$ cat config.mk
export PLATFORM = sky130hd
export DESIGN_NAME = ha_scheduler
export DESIGN_NICKNAME = d
export VERILOG_FILES = /design/src/rtl/ha_sched_pkg.sv /design/src/rtl/ha_scheduler_rr_arbiter2.sv /design/src/rtl/ha_scheduler.sv
export SDC_FILE = /design/constraint.sdc
export NUM_CORES = 1
export LEC_CHECK = 0
export BUFFER_PORTS_ARGS = -buffer_cell sky130_fd_sc_hd__buf_2
export CORE_MARGIN = 2
export CORE_UTILIZATION = 35
export DETAILED_ROUTE_END_ITERATION = 8
export PLACE_DENSITY = 0.65
export SLEW_MARGIN = 10
export SYNTH_ARGS = -nofsm -noshare
export SYNTH_HDL_FRONTEND = slang
export SYNTH_HIERARCHICAL = 1
export SYNTH_SLANG_ARGS = --single-unit
export TNS_END_PERCENT = 1
$ cat constraint.sdc
create_clock -name clk -period 1.7 [get_ports clk]
set_input_delay 0.17 -clock clk [delete_from_list [all_inputs] [get_ports clk]]
set_output_delay 0.17 -clock clk [all_outputs]
set_load 0.01 [all_outputs]
$ cat src/rtl/ha_sched_pkg.sv
// Shared types and sizes for the HA scheduler.
// The watchdog feature is enabled by HA_SCHED_TIMEOUT_EN.
package ha_sched_pkg;

   localparam int N_W         = 4;
   localparam int SUM_W       = 19;
   localparam int TIMEOUT_DEF = 64;

   typedef enum logic [2:0] {
      IDLE,
      START,
      WAIT_LO,
      WAIT_HI,
      DONE
   } state_e;

endpackage

$ cat src/rtl/ha_scheduler_rr_arbiter2.sv
// Two-way round-robin arbiter with an internal last-served pointer.
// The pointer moves only when the advance strobe accepts a grant.
module rr_arbiter2 (
   input  logic       clk,
   input  logic       reset,
   input  logic [1:0] req_i,
   input  logic       adv_i,
   output logic [1:0] gnt_o
);

   logic last_q;
   logic last_d;

   always_comb begin
      gnt_o = 2'b00;
      unique case (req_i)
         2'b01:   gnt_o = 2'b01;
         2'b10:   gnt_o = 2'b10;
         2'b11:   gnt_o = last_q ? 2'b01 : 2'b10;
         default: gnt_o = 2'b00;
      endcase
   end

   always_comb begin
      last_d = last_q;
      if (adv_i && (gnt_o != 2'b00))
         last_d = gnt_o[1];
   end

   // last_q=1 after reset so requester 0 wins the first tie.
   always_ff @(posedge clk) begin
      if (reset)
         last_q <= 1'b1;
      else
         last_q <= last_d;
   end

endmodule

$ cat src/rtl/ha_scheduler.sv
// Shares one engine between two requesters, round-robin.
// HA_SCHED_TIMEOUT_EN adds a watchdog on the engine wait states.
module ha_scheduler
   import ha_sched_pkg::*;
#(
   parameter int TIMEOUT = TIMEOUT_DEF
) (
   input  logic             clk,
   input  logic             reset,
   input  logic [1:0]       req,
   input  logic [N_W-1:0]   n0,
   input  logic [N_W-1:0]   n1,
   output logic [1:0]       gnt,
   output logic [1:0]       rsp_valid,
   output logic [SUM_W-1:0] rsp_sum,
   output logic             rsp_err,
   output logic             eng_start,
   output logic [N_W-1:0]   eng_n,
   input  logic             eng_ready,
   input  logic [SUM_W-1:0] eng_sum
);

   state_e           state_q;
   state_e           state_d;
   logic [1:0]       gnt_q;
   logic [1:0]       gnt_d;
   logic [N_W-1:0]   eng_n_q;
   logic [N_W-1:0]   eng_n_d;
   logic [SUM_W-1:0] sum_q;
   logic [SUM_W-1:0] sum_d;
   logic             adv;
   logic [1:0]       arb_gnt;
   logic [N_W-1:0]   n_sel;

   rr_arbiter2 u_arb (
      .clk   (clk),
      .reset (reset),
      .req_i (req),
      .adv_i (adv),
      .gnt_o (arb_gnt)
   );

   assign n_sel = arb_gnt[1] ? n1 : n0;

`ifdef HA_SCHED_TIMEOUT_EN
   localparam int CNT_W = $clog2(TIMEOUT + 1);

   logic [CNT_W-1:0] cnt_q;
   logic [CNT_W-1:0] cnt_d;
   logic             err_q;
   logic             err_d;
`endif

   always_comb begin
      state_d = state_q;
      gnt_d   = gnt_q;
      eng_n_d = eng_n_q;
      sum_d   = sum_q;
      adv     = 1'b0;
      unique case (state_q)
         IDLE: begin
            if ((req != 2'b00) && eng_ready) begin
               adv     = 1'b1;
               gnt_d   = arb_gnt;
               eng_n_d = n_sel;
               sum_d   = '0;
               // A zero-term job never touches the engine.
               state_d = (n_sel == '0) ? DONE : START;
            end
         end
         START:   state_d = WAIT_LO;
         WAIT_LO: begin
            if (!eng_ready)
               state_d = WAIT_HI;
         end
         WAIT_HI: begin
            if (eng_ready) begin
               sum_d   = eng_sum;
               state_d = DONE;
            end
         end
         DONE: begin
            gnt_d   = 2'b00;
            state_d = IDLE;
         end
         default: state_d = IDLE;
      endcase
`ifdef HA_SCHED_TIMEOUT_EN
      cnt_d = cnt_q;
      err_d = err_q;
      if (adv)
         err_d = 1'b0;
      if (state_q == IDLE)
         cnt_d = '0;
      // Watchdog wins over a same-cycle engine completion.
      if ((state_q == WAIT_LO) || (state_q == WAIT_HI)) begin
         cnt_d = cnt_q + 1'b1;
         if (cnt_q == CNT_W'(TIMEOUT - 1)) begin
            sum_d   = '0;
            err_d   = 1'b1;
            state_d = DONE;
         end
      end
`endif
   end

   always_ff @(posedge clk) begin
      if (reset) begin
         state_q <= IDLE;
         gnt_q   <= 2'b00;
         eng_n_q <= '0;
         sum_q   <= '0;
`ifdef HA_SCHED_TIMEOUT_EN
         cnt_q   <= '0;
         err_q   <= 1'b0;
`endif
      end else begin
         state_q <= state_d;
         gnt_q   <= gnt_d;
         eng_n_q <= eng_n_d;
         sum_q   <= sum_d;
`ifdef HA_SCHED_TIMEOUT_EN
         cnt_q   <= cnt_d;
         err_q   <= err_d;
`endif
      end
   end

   always_comb begin
      eng_start = 1'b0;
      rsp_valid = 2'b00;
      unique case (state_q)
         START:   eng_start = 1'b1;
         DONE:    rsp_valid = gnt_q;
         default: ;
      endcase
   end

   assign gnt     = gnt_q;
   assign eng_n   = eng_n_q;
   assign rsp_sum = sum_q;

`ifdef HA_SCHED_TIMEOUT_EN
   assign rsp_err = err_q;
`else
   // TIMEOUT only matters when the watchdog is built in.
   logic unused_timeout;
   assign unused_timeout = (TIMEOUT != 0);
   assign rsp_err        = 1'b0;
`endif

endmodule

After elaboration in Yosys (flattened, before gate mapping)

Index checks and enable logic that the tools add are counted.
Widths: inputs -> output; s select.

Register bits after elaboration: 29
Latch bits: 0
Memory bits (writable): 0
Memory bits (read-only): 0
Bits of input ports: 32
Output and inout port bits: 29
Word-level logic and storage cells: 44
Memories: 0

$add $sub $neg: 0
$mul: 0
Div/mod/pow operators: 0
Magnitude comparators: 0
Eq/ne operators: 10
Shifts and indexed selects: 0
Muxes and demuxes: 17
Bitwise logic cells: 0
Reductions and logical operators: 12

Operators with widths:

| kind               | count |
|---|---|
| $mux 19            | 2 |
| $pmux 19 s2        | 1 |
| $mux 3             | 4 |
| $pmux 3 s4         | 1 |
| $reduce_bool 2->1  | 4 |
| $eq 3x2->1 const B | 2 |
| $mux 2             | 3 |
| $ne 2x2->1 const B | 3 |
| $pmux 2 s3         | 1 |
| $reduce_and 3->1   | 2 |
| $eq 2x2->1 const B | 2 |
| $logic_not 4->1    | 1 |
| $mux 4             | 1 |
| $pmux 2 s2         | 1 |
| $reduce_and 2->1   | 2 |
| $eq 3x1->1 const B | 1 |
| $eq 3x3->1 const B | 1 |
| $logic_not 3->1    | 1 |
| $mux 1             | 3 |
| $eq 2x1->1 const B | 1 |
| $logic_and 1x1->1  | 2 |

Longest topological paths before layout

Depth in word-level cells: 7
Mapped depth: 5
Gate-level depth less buffers: 4

By module

The synthesis kept the hierarchy.

By module, submodules not included:

| module       | times used | cells each | area each (um^2) |
|---|---|---|---|
| ha_scheduler | 1          | 98         | 1077.3 |
| rr_arbiter2  | 1          | 7          | 61.3 |

Worst setup path after synthesis

No wires, ideal clock.

Path type: register to register
From: register u_arb.last_q
To: register state_q[2]
Setup time: 0.059 ns
Data arrival time: 1.383 ns
Data required time: 1.641 ns
Path slack: 0.258 ns
Cell stages (with the launch flop): 6
Path buffers: 1
Clock period less this slack: 1.442 ns
Cells stage by stage: dfxtp_1 a21boi_0 buf_2 or4_1 o22ai_1 a31o_1

Word-level cells in the longest chain between the ends: 7

Ends and longest elaborated chain:

| item                   | RTL line                       | RTL |
|---|---|---|
| start, declared        | ha_scheduler_rr_arbiter2.sv:11 | `logic last_q;` |
| start signal, assigned | ha_scheduler_rr_arbiter2.sv:35 | `last_q <= last_d;` |
| $mux 2                 | ha_scheduler_rr_arbiter2.sv:19 | `2'b11: gnt_o = last_q ? 2'b01 : 2'b10;` |
| $pmux 2 s3             | ha_scheduler_rr_arbiter2.sv:16 | `unique case (req_i)` |
| net arb_gnt[1]         | ha_scheduler.sv:32             | `logic [1:0] arb_gnt;` |
| $mux 4                 | ha_scheduler.sv:43             | `assign n_sel = arb_gnt[1] ? n1 : n0;` |
| $logic_not 4->1        | ha_scheduler.sv:68             | `state_d = (n_sel == '0) ? DONE : START;` |
| $mux 3                 | ha_scheduler.sv:68             |  |
| $mux 3                 | ha_scheduler.sv:62             | `if ((req != 2'b00) && eng_ready) begin` |
| $pmux 3 s4             | ha_scheduler.sv:60             | `unique case (state_q)` |
| end signal, assigned   | ha_scheduler.sv:118            | `state_q <= state_d;` |
| end, declared          | ha_scheduler.sv:23             | `state_e state_q;` |

The timed path passes the listed nets, and every way through them passes these cells. The select of a mux whose other input is x is not followed.
A chain may end at the register's enable or synchronous reset.

Worst setup path after layout

Ends and elaborated chain as after synthesis.

==> impl_metrics.env <==
export IMPL_synth_nets=137
export IMPL_final_common_cell="buf_2"
export IMPL_finClkSkew_ps=5.14
export IMPL_clk_pin_slew_ps=90
export IMPL_die_w_um=61.0
export IMPL_die_area_um2=3730
export IMPL_gp_congestion=0.765
export IMPL_layout_drive_gt1_share=0.465
export IMPL_synth_seq_cells=29
export IMPL_yosysTopAreaCellShare=0.510
export IMPL_status="finished clean"
export IMPL_yosys_area_top_type="dfxtp_1"
export IMPL_drv_slew=0
export IMPL_crit_required_ps=1970
export IMPL_core_area_um2=3080
export IMPL_syn_inst=105
export IMPL_worstMarginPinSlew_ps=748
export IMPL_synth_area_per_cell_um2=10.8
export IMPL_stdcell_area_um2=1550
export IMPL_rsz0062_at_grt="no"
export IMPL_worst_setup_path_start_kind="register"
export IMPL_yosys_warnings=6
export IMPL_cts_sinks=29
export IMPL_syn_area_um2=1140
export IMPL_yosys_top_cells_area="dfxtp_1 51%, a22o_1 15%, mux2i_1 3.5%, nor2_1 2.3%, and3_1 2.2%"
export IMPL_drc_errors=0
export IMPL_rows=20
export IMPL_cts_path_max_buffers=2
export IMPL_critical_path_class="reg2reg"
export IMPL_port_buffers=59
export IMPL_setup_viol=0
export IMPL_critPathMaxFanout=4
export IMPL_wire_per_inst_um=12.4
export IMPL_endpoint_kind="register"
export IMPL_postPlaceCellArea_um2=1490
export IMPL_min_period_ps=1500
export IMPL_insertedDiodeCount=0
export IMPL_track_usage=0.155
export IMPL_clk_root_buffer_cell="clkbuf_4"
export IMPL_clkLatencyLatePin_ps=320
export IMPL_cts_hold_buffers=0
export IMPL_maxCapViolCount=0
export IMPL_ir_drop_uv=402
export IMPL_area_growth_pct=35.9
export IMPL_synthDistinctLibCells=32
export IMPL_ios=61
export IMPL_wl_mm=2.65
export IMPL_cts_made_buffers=5
export IMPL_fmaxAchievable_ghz=0.667
export IMPL_grt_max_degree=21
export IMPL_die_h_um=61.0
export IMPL_fin_crit_sh=0.882
export IMPL_hold_viol=0
export IMPL_hp_class="in2reg"
export IMPL_antenna_found_initial=0
export IMPL_dp_slack_ps=-109
export IMPL_htree_levels=2
export IMPL_max_slew_margin=0.500
export IMPL_synth_edf_count=0
export IMPL_cp_arrival_ps=1770
export IMPL_initial_core_util=0.370
export IMPL_vias_per_cell=4.86
export IMPL_dr_total_vias=1039
export IMPL_power_density_nw_per_um2=848
export IMPL_place_hpwl_mm=2.02
export IMPL_first_pass_iters=4
export IMPL_grt_pass1_vias=950
export IMPL_overflow=0
export IMPL_final_nets=201
export IMPL_ant_nets=0
export IMPL_grt_pass1_wl_mm=4.18
export IMPL_ys_seq_area_frac=0.510
export IMPL_synth_ff_type="dfxtp_1"
export IMPL_final_cell_mix="59 x buf_2, 29 x dfxtp_1, 19 x a22o_1"
export IMPL_cts_tree="done"
export IMPL_worst_slack_ps=200
export IMPL_async_reset_ff_frac=0
export IMPL_leakage_nw=0.756
export IMPL_drt_iter0_markers=51
[stage by stage]
| step | setup TNS (ps) | power, mW | utilization | instances | hold slack [ps] |
|---|---|---|---|---|---|
| after floorplan | 0 | 0.853 | - | 105 | 280 |
| after global placement | 0 | 0.925 | 0.483 | 206 | 382 |
| after detailed placement | -1810 | 0.932 | 0.483 | 206 | 382 |
| after CTS | 0 | 1.33 | 0.503 | 214 | 34.5 |
| after global routing | 0 | 1.39 | 0.503 | 214 | 26.0 |
| final | 0 | 1.31 | 0.503 | 214 | 49.0 |
[cells in the mapped netlist (all sizes together), types with 2 or more instances]
library cell / number
dfxtp: 29
a22o: 19
nor2: 7
buf: 6
nand2: 5
a211oi: 4
and3: 4
mux2i: 4
a21oi: 3
inv: 3
a21boi: 2
nand3b: 2
nor3: 2
o21ai: 2
[state kept, by name, indices dropped and copies added, names as in the netlist]
register      count
eng_n             4
gnt               2
rsp_sum          19
state_q           3
u_arb/last_q      1
[final timing paths]
path,startpoint,endpoint,slack (ps),cells after the start
setup / recovery,u_arb/last_q$_SDFFE_PP1P_,state_q[2]$_SDFFE_PP0P_,200,4
hold / removal,eng_sum[12],rsp_sum[12]$_SDFFE_PP0P_,50,2
setup reg to reg,u_arb/last_q$_SDFFE_PP1P_,state_q[2]$_SDFFE_PP0P_,200,4
hold reg to reg,rsp_sum[17]$_SDFFE_PP0P_,rsp_sum[17]$_SDFFE_PP0P_,480,1
[per-layer routing]
metal / GRT usage / up-vias / wire length (um)
met5: 0 / - / 0
met4: 0.0839 / 0 / 46
met3: 0.0462 / 4 / 214
met2: 0.243 / 44 / 1260
met1: 0.190 / 474 / 1140
li1: - / 517 / -
[cells by family after synthesis]
logic type,Yosys count,synth area share
mux,4,0.0352
compound gates,34,0.264
flops,29,0.510
simple gates,27,0.138
buf+inv,10,0.0494
other cells,1,0.00329
[timing repair]
action	in CTS	in global routing
setup buffers	0	0
pin swaps	0	0
gates resized for setup	1	1
endpoints found under the setup margin	20	2
[power breakdown]
part	switching [mW]	internal [mW]
registers	0.0155	0.702
clock network	0.241	0.155
logic	0.105	0.0930
[layout make-up]
type | instances | area (um2)
Clock inverter | 3 | 17.5
Timing Repair Buffer | 64 | 333
Fill cell | 306 | 1530
Multi-Input combinational cell | 66 | 513
Tap cell | 44 | 55.1
Inverter | 3 | 11.3
Clock buffer | 5 | 37.5
Sequential cell | 29 | 581
[worst max-delay path, stage by stage, from the launching register on]
cell	delay (ps)
dfxtp_1	340
a21boi_1	260
or4b_1	470
o22ai_1	210
a31o_1	160
Power figures use the tool's default switching activity.
